==> config.mk <==
export PLATFORM = sky130hd
export DESIGN_NAME = tile_feat_frame_buf_flat
export DESIGN_NICKNAME = d
export VERILOG_FILES = /design/src/rtl/tile_feat_frame_buf_if.sv /design/src/rtl/tile_feat_frame_buf.sv /design/src/flat_wrapper.sv
export SDC_FILE = /design/constraint.sdc
export NUM_CORES = 1
export LEC_CHECK = 0
export CAP_MARGIN = 10
export CORE_MARGIN = 1.5
export CORE_UTILIZATION = 40
export DETAILED_ROUTE_END_ITERATION = 8
export PLACE_DENSITY_LB_ADDON = 0.25
export SLEW_MARGIN = 40
export SYNTH_ARGS = -nofsm -noshare
export SYNTH_HDL_FRONTEND = slang
export SYNTH_SLANG_ARGS = --single-unit
==> constraint.sdc <==
create_clock -name clk -period 5.8 [get_ports clk]
set_clock_uncertainty 0.05 [all_clocks]
set_input_delay 1.16 -clock clk [delete_from_list [all_inputs] [get_ports clk]]
set_output_delay 1.16 -clock clk [all_outputs]
set_load 0.01 [all_outputs]
==> src/rtl/tile_feat_frame_buf_if.sv <==
// Feature-stream and read-port bundle for tile_feat_frame_buf.
// master: feature producer / reader; slave: the frame buffer.
interface tile_feat_frame_buf_if #(
  parameter int TILE_ID_W = 3,
  parameter int FEAT_W    = 16,
  parameter int FEAT_DIM  = 4
);
  logic                       feat_valid;
  logic                       feat_ready;
  logic [15:0]                tile_i;
  logic [15:0]                tile_j;
  logic [TILE_ID_W-1:0]       tile_id;
  logic [FEAT_DIM*FEAT_W-1:0] feat_vec;
  logic                       rd_en;
  logic [TILE_ID_W-1:0]       rd_addr;
  logic                       rd_valid;
  logic [FEAT_DIM*FEAT_W-1:0] rd_data;

  modport master (
    output feat_valid, tile_i, tile_j, tile_id, feat_vec, rd_en, rd_addr,
    input  feat_ready, rd_valid, rd_data
  );

  modport slave (
    input  feat_valid, tile_i, tile_j, tile_id, feat_vec, rd_en, rd_addr,
    output feat_ready, rd_valid, rd_data
  );
endinterface

==> src/rtl/tile_feat_frame_buf.sv <==
// Ping-pong tile feature memory. Collects one frame of per-tile features,
// checks tile indexing and coverage, and publishes a bank atomically once
// every tile has been written. Optional macro TILE_FEAT_EMA_EN smooths each
// written feature against the currently published frame.
//
// state   | meaning
// FILL    | accepting beats into the fill bank (~bank_sel)
// PUBLISH | one bubble cycle: swap banks, pulse frame_done, clear coverage
module tile_feat_frame_buf #(
  parameter int TILES_X   = 4,
  parameter int TILES_Y   = 2,
  parameter int FEAT_W    = 16,
  parameter int FEAT_DIM  = 4,
  parameter int EMA_SHIFT = 2,
  localparam int N_TILES   = TILES_X * TILES_Y,
  localparam int TILE_ID_W = ($clog2(N_TILES) > 1) ? $clog2(N_TILES) : 1,
  localparam int DW        = FEAT_DIM * FEAT_W,
  localparam int CNT_W     = TILE_ID_W + 1
) (
  input  logic                 clk,
  input  logic                 rst,
  input  logic                 en_i,
  input  logic                 frame_start_i,
  tile_feat_frame_buf_if.slave bus,
  output logic                 bank_sel_o,
  output logic                 frame_done_o,
  output logic [15:0]          frame_cnt_o,
  output logic                 err_id_o,
  output logic                 err_dup_o,
  output logic                 err_incomplete_o,
  output logic [CNT_W-1:0]     cov_cnt_o
);

  localparam logic [0:0] ST_FILL    = 1'b0;
  localparam logic [0:0] ST_PUBLISH = 1'b1;

  logic [0:0]         state_q;
  logic               bank_sel_q;
  logic [15:0]        frame_cnt_q;
  logic [N_TILES-1:0] cov_q;
  logic [CNT_W-1:0]   cnt_q;
  logic               err_id_q, err_dup_q, err_inc_q;
  logic               rd_valid_q;
  logic [DW-1:0]      rd_data_q;
  logic [DW-1:0]      mem_q [2][N_TILES];

  logic               accept, sof_clr, id_ok, is_dup, do_write, last_write;
  logic [33:0]        exp_id;
  logic [N_TILES-1:0] cov_base;
  logic [CNT_W-1:0]   cnt_base;
  logic [DW-1:0]      wr_data;

  assign bus.feat_ready = en_i && (state_q == ST_FILL);
  assign accept         = bus.feat_valid && bus.feat_ready;

  // A new frame with partial coverage abandons the old one before this cycle's beat is counted.
  assign sof_clr  = frame_start_i && (state_q == ST_FILL) && (cnt_q != '0);
  assign cov_base = sof_clr ? '0 : cov_q;
  assign cnt_base = sof_clr ? '0 : cnt_q;

  assign exp_id     = 34'(bus.tile_i) * 34'(TILES_X) + 34'(bus.tile_j);
  assign id_ok      = (34'(bus.tile_id) < 34'(N_TILES)) && (34'(bus.tile_id) == exp_id);
  assign is_dup     = id_ok && cov_base[bus.tile_id];
  assign do_write   = accept && id_ok && !is_dup;
  assign last_write = do_write && (cnt_base == CNT_W'(N_TILES - 1));

`ifdef TILE_FEAT_EMA_EN
  logic                     pub_seen_q;
  logic [FEAT_W-1:0]        old_f, new_f;
  logic signed [FEAT_W:0]   diff_f, step_f;

  // Blend the incoming features toward the published frame once one exists.
  always_comb begin
    wr_data = bus.feat_vec;
    old_f   = '0;
    new_f   = '0;
    diff_f  = '0;
    step_f  = '0;
    if (pub_seen_q) begin
      for (int k = 0; k < FEAT_DIM; k++) begin
        old_f  = mem_q[bank_sel_q][bus.tile_id][k*FEAT_W +: FEAT_W];
        new_f  = bus.feat_vec[k*FEAT_W +: FEAT_W];
        diff_f = $signed({1'b0, new_f}) - $signed({1'b0, old_f});
        step_f = diff_f >>> EMA_SHIFT;
        wr_data[k*FEAT_W +: FEAT_W] = old_f + step_f[FEAT_W-1:0];
      end
    end
  end

  // Remembers whether any frame has been published since reset.
  always_ff @(posedge clk) begin
    if (rst) pub_seen_q <= 1'b0;
    else if (state_q == ST_PUBLISH) pub_seen_q <= 1'b1;
  end
`else
  logic [31:0] unused_ema_shift;
  assign unused_ema_shift = 32'(EMA_SHIFT);
  assign wr_data = bus.feat_vec;
`endif

  // Sequencing, coverage tracking, bank swap and error pulses.
  always_ff @(posedge clk) begin
    if (rst) begin
      state_q     <= ST_FILL;
      bank_sel_q  <= 1'b0;
      frame_cnt_q <= '0;
      cov_q       <= '0;
      cnt_q       <= '0;
      err_id_q    <= 1'b0;
      err_dup_q   <= 1'b0;
      err_inc_q   <= 1'b0;
    end else begin
      err_id_q  <= accept && !id_ok;
      err_dup_q <= accept && is_dup;
      err_inc_q <= sof_clr;
      if (state_q == ST_PUBLISH) begin
        state_q     <= ST_FILL;
        bank_sel_q  <= ~bank_sel_q;
        frame_cnt_q <= frame_cnt_q + 16'd1;
        cov_q       <= '0;
        cnt_q       <= '0;
      end else begin
        cov_q <= do_write ? (cov_base | (N_TILES'(1) << bus.tile_id)) : cov_base;
        cnt_q <= cnt_base + CNT_W'(do_write);
        if (last_write) state_q <= ST_PUBLISH;
      end
    end
  end

  // Tile feature storage; writes always land in the bank not being read.
  always_ff @(posedge clk) begin
    if (rst) begin
      for (int b = 0; b < 2; b++)
        for (int t = 0; t < N_TILES; t++)
          mem_q[b][t] <= '0;
    end else if (do_write) begin
      mem_q[~bank_sel_q][bus.tile_id] <= wr_data;
    end
  end

  // Registered read of the published bank; out-of-range addresses read as zero.
  always_ff @(posedge clk) begin
    if (rst) begin
      rd_valid_q <= 1'b0;
      rd_data_q  <= '0;
    end else begin
      rd_valid_q <= bus.rd_en;
      if (bus.rd_en)
        rd_data_q <= (32'(bus.rd_addr) < N_TILES) ? mem_q[bank_sel_q][bus.rd_addr] : '0;
    end
  end

  assign bus.rd_valid     = rd_valid_q;
  assign bus.rd_data      = rd_data_q;
  assign bank_sel_o       = bank_sel_q;
  assign frame_done_o     = (state_q == ST_PUBLISH);
  assign frame_cnt_o      = frame_cnt_q;
  assign err_id_o         = err_id_q;
  assign err_dup_o        = err_dup_q;
  assign err_incomplete_o = err_inc_q;
  assign cov_cnt_o        = cnt_q;

endmodule

==> src/flat_wrapper.sv <==
// flat-port wrapper written by rule: the top's interface ports become plain ports
module tile_feat_frame_buf_flat 
#(
  parameter int TILES_X   = 4,
  parameter int TILES_Y   = 2,
  parameter int FEAT_W    = 16,
  parameter int FEAT_DIM  = 4,
  parameter int EMA_SHIFT = 2,
  localparam int N_TILES   = TILES_X * TILES_Y,
  localparam int TILE_ID_W = ($clog2(N_TILES) > 1) ? $clog2(N_TILES) : 1,
  localparam int DW        = FEAT_DIM * FEAT_W,
  localparam int CNT_W     = TILE_ID_W + 1
)
  (clk, rst, en_i, frame_start_i, bank_sel_o, frame_done_o, frame_cnt_o, err_id_o, err_dup_o, err_incomplete_o, cov_cnt_o, bus_feat_valid, bus_tile_i, bus_tile_j, bus_tile_id, bus_feat_vec, bus_rd_en, bus_rd_addr, bus_feat_ready, bus_rd_valid, bus_rd_data);
  tile_feat_frame_buf_if #(.FEAT_W(FEAT_W), .FEAT_DIM(FEAT_DIM)) bus_i ();
  input  logic clk;
  input  logic rst;
  input  logic en_i;
  input  logic frame_start_i;
  output logic bank_sel_o;
  output logic frame_done_o;
  output logic [15:0] frame_cnt_o;
  output logic err_id_o;
  output logic err_dup_o;
  output logic err_incomplete_o;
  output logic [CNT_W-1:0] cov_cnt_o;
  input wire logic [$bits(bus_i.feat_valid)-1:0] bus_feat_valid;
  input wire logic [$bits(bus_i.tile_i)-1:0] bus_tile_i;
  input wire logic [$bits(bus_i.tile_j)-1:0] bus_tile_j;
  input wire logic [$bits(bus_i.tile_id)-1:0] bus_tile_id;
  input wire logic [$bits(bus_i.feat_vec)-1:0] bus_feat_vec;
  input wire logic [$bits(bus_i.rd_en)-1:0] bus_rd_en;
  input wire logic [$bits(bus_i.rd_addr)-1:0] bus_rd_addr;
  output wire logic [$bits(bus_i.feat_ready)-1:0] bus_feat_ready;
  output wire logic [$bits(bus_i.rd_valid)-1:0] bus_rd_valid;
  output wire logic [$bits(bus_i.rd_data)-1:0] bus_rd_data;
  assign bus_i.feat_valid = bus_feat_valid;
  assign bus_i.tile_i = bus_tile_i;
  assign bus_i.tile_j = bus_tile_j;
  assign bus_i.tile_id = bus_tile_id;
  assign bus_i.feat_vec = bus_feat_vec;
  assign bus_i.rd_en = bus_rd_en;
  assign bus_i.rd_addr = bus_rd_addr;
  assign bus_feat_ready = bus_i.feat_ready;
  assign bus_rd_valid = bus_i.rd_valid;
  assign bus_rd_data = bus_i.rd_data;
  tile_feat_frame_buf #(.TILES_X(TILES_X), .TILES_Y(TILES_Y), .FEAT_W(FEAT_W), .FEAT_DIM(FEAT_DIM), .EMA_SHIFT(EMA_SHIFT)) u_core (.clk(clk), .rst(rst), .en_i(en_i), .frame_start_i(frame_start_i), .bus(bus_i), .bank_sel_o(bank_sel_o), .frame_done_o(frame_done_o), .frame_cnt_o(frame_cnt_o), .err_id_o(err_id_o), .err_dup_o(err_dup_o), .err_incomplete_o(err_incomplete_o), .cov_cnt_o(cov_cnt_o));
endmodule
# --- Word-level counts from Yosys, hierarchy flattened ---
# Memories as Yosys holds them, arrays and structs flattened. A register that Yosys moved wholly into a read port is not among the register bits.
# Cells that the tools add are included.
classes:
  bitwise: 5
  n_lt_le_gt_ge: 4
  addsub: 3
  n_shift: 1
  muxes: 21
  reduce_logical: 16
  eq_ne: 2
ops:
  columns: ["op", "n"]
  rows:
  - ["$mux W512", 3]
  - ["$reduce_or A512 Y1", 1]
  - ["$bmux W64 S3", 1]
  - ["$demux W64 S3", 1]
  - ["$mux W64", 3]
  - ["$eq A3 B34 Y1", 1]
  - ["$add A18 B16 Y19", 1]
  - ["$add A16 B1 Y16 const B", 1]
  - ["$mux W8", 2]
  - ["$logic_and A1 B1 Y1", 11]
  - ["$mux W1", 9]
  - ["$ge A4 B4 Y1 const B", 2]
  - ["$not A3 Y4", 2]
  - ["$or A8 B8 Y8", 1]
  - ["$shl A1 B3 Y8 const A", 1]
  - ["$add A4 B1 Y4", 1]
  - ["$eq A4 B3 Y1 const B", 1]
  - ["$lt A3 B4 Y1 const B", 1]
  - ["$lt A4 B1 Y1 const B", 1]
  - ["$mux W4", 1]
  - ["$reduce_bool A4 Y1", 1]
  - ["$bmux W1 S3", 1]
  - ["$logic_not A1 Y1", 2]
  - ["$not A1 Y1", 2]
  - ["$reduce_or A2 Y1", 1]
totals:
  elab_cells: 63
  ramBits: 1024
  n_memories: 1
  regBits: 98
  in_bits: 108
mem_list:
  columns: ["name", "words", "width", "rd", "rd_ports_with_merged_regs", "wr", "line", "rtl"]
  rows:
  - ["u_core.mem_q", 2, 512, 1, 1, 2, "tile_feat_frame_buf.sv:45", "logic [DW-1:0] mem_q [2][N_TILES];"]

# --- Depth between registers and ports, before layout ---
depth:
  word_depth: 14
  mapped_depth: 14
  mapped_depth_nobuf: 12

# --- Worst setup path after synthesis ---
# OpenSTA, ideal clock, no wires.
synth_path:
  path_kind: "in2reg"
  startpoint: "in bus_tile_j[2]"
  endpoint: "mem u_core.mem_q[1][0] (netlist name), enable pin"
  arrival_ns: 5.049
  required_time_ns: 5.324
  path_stages: 10
  slack_ns: 0.276
  path_cell_list: "ha_1 fa_1 a211oi_2 xnor2_1 o41a_1 a2111oi_4 nand4_4 nor3b_4 buf_6 a41o_1"
synth_lines:
  columns: ["element", "line", "rtl"]
  rows:
  - ["start, declared", "flat_wrapper.sv:29", "input wire logic [$bits(bus_i.tile_j)-1:0] bus_tile_j;"]
  - ["end, declared", "tile_feat_frame_buf.sv:45", null]

==> metrics.md <==
| Metric | Value |
|---|---|
| Total Neg Setup Slack | 0 ns |
| Root Buffer | clkbuf_16 |
| Switching share of power | 21.6% |
| Hold EP | u_core.cov_q[1]$_SDFF_PP0_ |
| Mux cell area share after synthesis | 16.5% |
| Worst-Margin Slew | 0.823 ns |
| TritonRoute pass-1 iters | 5 |
| Critical path arrival | 4.96 ns |
| Inst Count DP | 4295 |
| DPL Wire Length | a little over 70000 um |
| Sequential share of power | 51.5% |
| Period utilization | 80.3% |
| CTS buffer count | between 100 and 150 |
| Final hold violation count | 0 |
| Reg2Reg Launch Point | u_core.frame_done_o$_SDFF_PP0_ |
| Port bufs | 198 |
| First-iteration detailed-routing DRC count | roughly 2.7k |
| H-tree level count | 3 |
| Reg2reg end | u_core.mem_q[1][390]$_DFFE_PP_ |
| Worst hold path depth | 2 |
| Mapped Area | approximately 0.048 mm2 |
| Worst reg2reg path depth | 9 |
| EDFF count, synth | 1024 |
| Synth Area in Compound Gates | 1.28% |
| Overflow after GRT | 0 |
| Int Power | 0.0141 W |
| Vias in the first global route | 27.4k |
| Simple-Gate Fraction of Synth Area | 11.0% |
| Core Rows | ~130 |
| Outcome | finished clean |
| Skew-Pair Late Insertion Delay | 0.69 ns |
| FFs w/ async S/R, synth | 0% |
| Avg WL per Cell | ~29 um |
| Number of clock sinks | 1123 |
| Nets@finish | 3002 |
| Crit start category | primary input |
| Post CTS Setup Buffer Count | 0 |
| Crit path kind | primary input to flip-flop |
| FF+latch count, synth | 1123 |
| GPL Wtd Cong | 0.826 |
| Worst IR drop on VDD | 0.299 mV |
| Vias | 26.1k |
| P_sw | 0.00388 W |
| First-pass GRT wire length | 189000 um |
| Upper clock frequency limit | around 210 MHz |
| Most frequent cells in the layout | edfxtp_1, and2_1, mux4_2 |
| Post-CTS Hold Buffers | 0 |
| Largest net degree at the start of global routing | 73 |
| Starting density of the core | 40.4% |
| R2R setup slack | 2.32 ns |
| Max Slew Vio Count | 0 |
| Residual DRC | 0 |
| Clk pwr share | approximately 42% |
| Largest family of logic cells by synthesized area | multiplexers |
| CP endpoint kind | flip-flop |
| Antenna violations before repair | 17 |
| Rel. slew slack | 45.1% |
| Die Wd | ~350 um |
| Crit path time final | ~4.7 ns |
| CTS tree | done |
| CP Data Required Time | 6.10 ns |
| Syn_area_per_cell | 17.8 um2 |
| Predominant post-synthesis flop cell | edfxtp_1 |
| Post_cts resized | 0 |
| Syn nets | 2807 |
| WL final | around 130000 um |
| Setup violators final | 0 |
| Yosys cell types | 58 |
| Clock Path Buffers | 3 |
| Core area | 0.118 mm2 |
| YS warnings | 0 |
| Die height | around 350 um |
| Vias per cell | roughly 5.8 |
| Total GRT Usage | 21.3% |
| IO Count | 199 |
| Crit-path max FO | 16 |
| Die footprint | 0.122 mm2 |
| Synth Instances | around 2.7k |
| RSZ-0062 raised after global routing | false |
| Post-synthesis adder-cell area fraction | 0.487% |
| Area grow syn2layout | 17.3% |
| Pwr dens | around 320 mW/mm2 |
| Hold Path Class | flip-flop to flip-flop |
| Leakage | 19.8 nW |
| Commonest non-fill, non-tap cell in the layout | edfxtp_1 |
| Hold_sp | u_core.cov_q[1]$_SDFF_PP0_ |
| Sequential-to-total area share from yosys stat | 68.5% |
| Post-Synth XOR/XNOR Area | 0.440% |
| Final Non-Filler Cells | 4516 |
| Max_cap viols | 0 |
| Share of cells above drive strength 1 | 21.1% |
| Clock-pin slew on the worst setup and hold paths | 0.06 ns |
| Routed Antenna Nets | 0 |
| Comb power frac | 6.1% |
[worst max-delay path by stage]
stage                  start                        endpoint  depth (start not counted)
2_1_floorplan  bus_tile_j[2]    u_core.mem_q[1][0]$_DFFE_PP_                         10
3_3_place_gp   bus_tile_j[2]   u_core.mem_q[1][58]$_DFFE_PP_                         12
3_5_place_dp   bus_tile_j[2]  u_core.mem_q[1][209]$_DFFE_PP_                         12
4_1_cts        bus_tile_j[2]  u_core.mem_q[1][194]$_DFFE_PP_                         12
5_1_grt        bus_tile_i[0]  u_core.mem_q[1][338]$_DFFE_PP_                         12
6_report       bus_tile_j[2]  u_core.mem_q[1][390]$_DFFE_PP_                         12
[through the flow]
stage	utilization, %	cell area, um2	hold WS (ns)	worst slack [ns]	total power [W]
global route	47.4	56100	0.453	1.02	0.0184
global placement	44.1	52100	0.379	0.523	0.0105
finish	47.4	56100	0.426	1.14	0.0179
detailed placement	44.1	52200	0.411	0.470	0.0105
floorplan	-	47800	0.370	0.276	0.00992
CTS	47.4	56100	0.425	1.20	0.0181
[power by group through the flow]
stage / sequential, W / combinational [W] / clock, W
after CTS: 0.00923 / 0.00111 / 0.00772
final: 0.00923 / 0.00109 / 0.00760
after global placement: 0.00938 / 0.00109 / 0
after floorplan: 0.00938 / 0.000542 / 0
after detailed placement: 0.00940 / 0.00110 / 0
after global routing: 0.00925 / 0.00116 / 0.00803
[cells by family (layout without fill, tap and decap cells)]
family          after synthesis  after routing
compound gates               72             72
xor+xnor                     24             24
fa+ha+maj                    18             18
buf+inv                     205            502
flops                      1123           1123
mux                         388            388
other cells                   0              2
simple gates                851            851
[metal layers]
metal | up-vias | wire length (um) | global-route usage, %
met5 | - | 121 | 0
met4 | 18 | 2670 | 5.36
met3 | 198 | 9600 | 4.14
met2 | 1084 | 63300 | 35.2
met1 | 13752 | 53100 | 28.8
li1 | 11004 | - | -
[cells in the mapped netlist (9+ instances only)]
cell	instances	area share (%)
mux2i_1	66	1.4
nand2_1	25	0.20
nand3_1	14	0.15
clkbuf_1	100	0.79
buf_2	21	0.22
and3_1	134	1.8
and4_1	70	1.3
nor2_1	94	0.74
and2_1	457	6.0
nor2b_1	11	0.14
dfxtp_1	99	4.1
edfxtp_1	1024	64
clkbuf_2	41	0.43
xor2_1	16	0.29
ha_1	17	0.44
o21ai_0	11	0.12
mux4_2	322	15
or2_2	9	0.12
buf_1	32	0.25
[flip-flops by register name, summed over array words and instances, names as in the netlist, named ones only]
name                     cells
u_core.cov_q                 8
u_core.bus.rd_valid          1
u_core.bus.rd_data          64
u_core.err_dup_o             1
u_core.cov_cnt_o             4
u_core.mem_q              1024
u_core.bank_sel_o            1
u_core.frame_done_o          1
u_core.err_incomplete_o      1
u_core.err_id_o              1
u_core.frame_cnt_o          16
[final cells by class]
class	instances	area, um2
fill	9786	62100
sequential	1123	32700
multi-input combinational	1353	14400
clock buffer	151	3130
timing repair buffer	276	3120
tap	1536	1920
clock inverter	68	763
inverter	7	26.3
antenna	2	5.00
[critical path: stages]
cell and delay, ns:
clkdlybuf4s50_1 0.41, ha_1 0.24, fa_1 0.44, a21oi_1 0.17
o221a_2 0.25, o211ai_1 0.13, a211oi_1 0.40, o2111ai_4 0.37
nor3b_4 0.31, buf_4 0.29, a41o_4 0.43, buf_4 0.32
No activity file was read; power rests on OpenSTA's default activity.
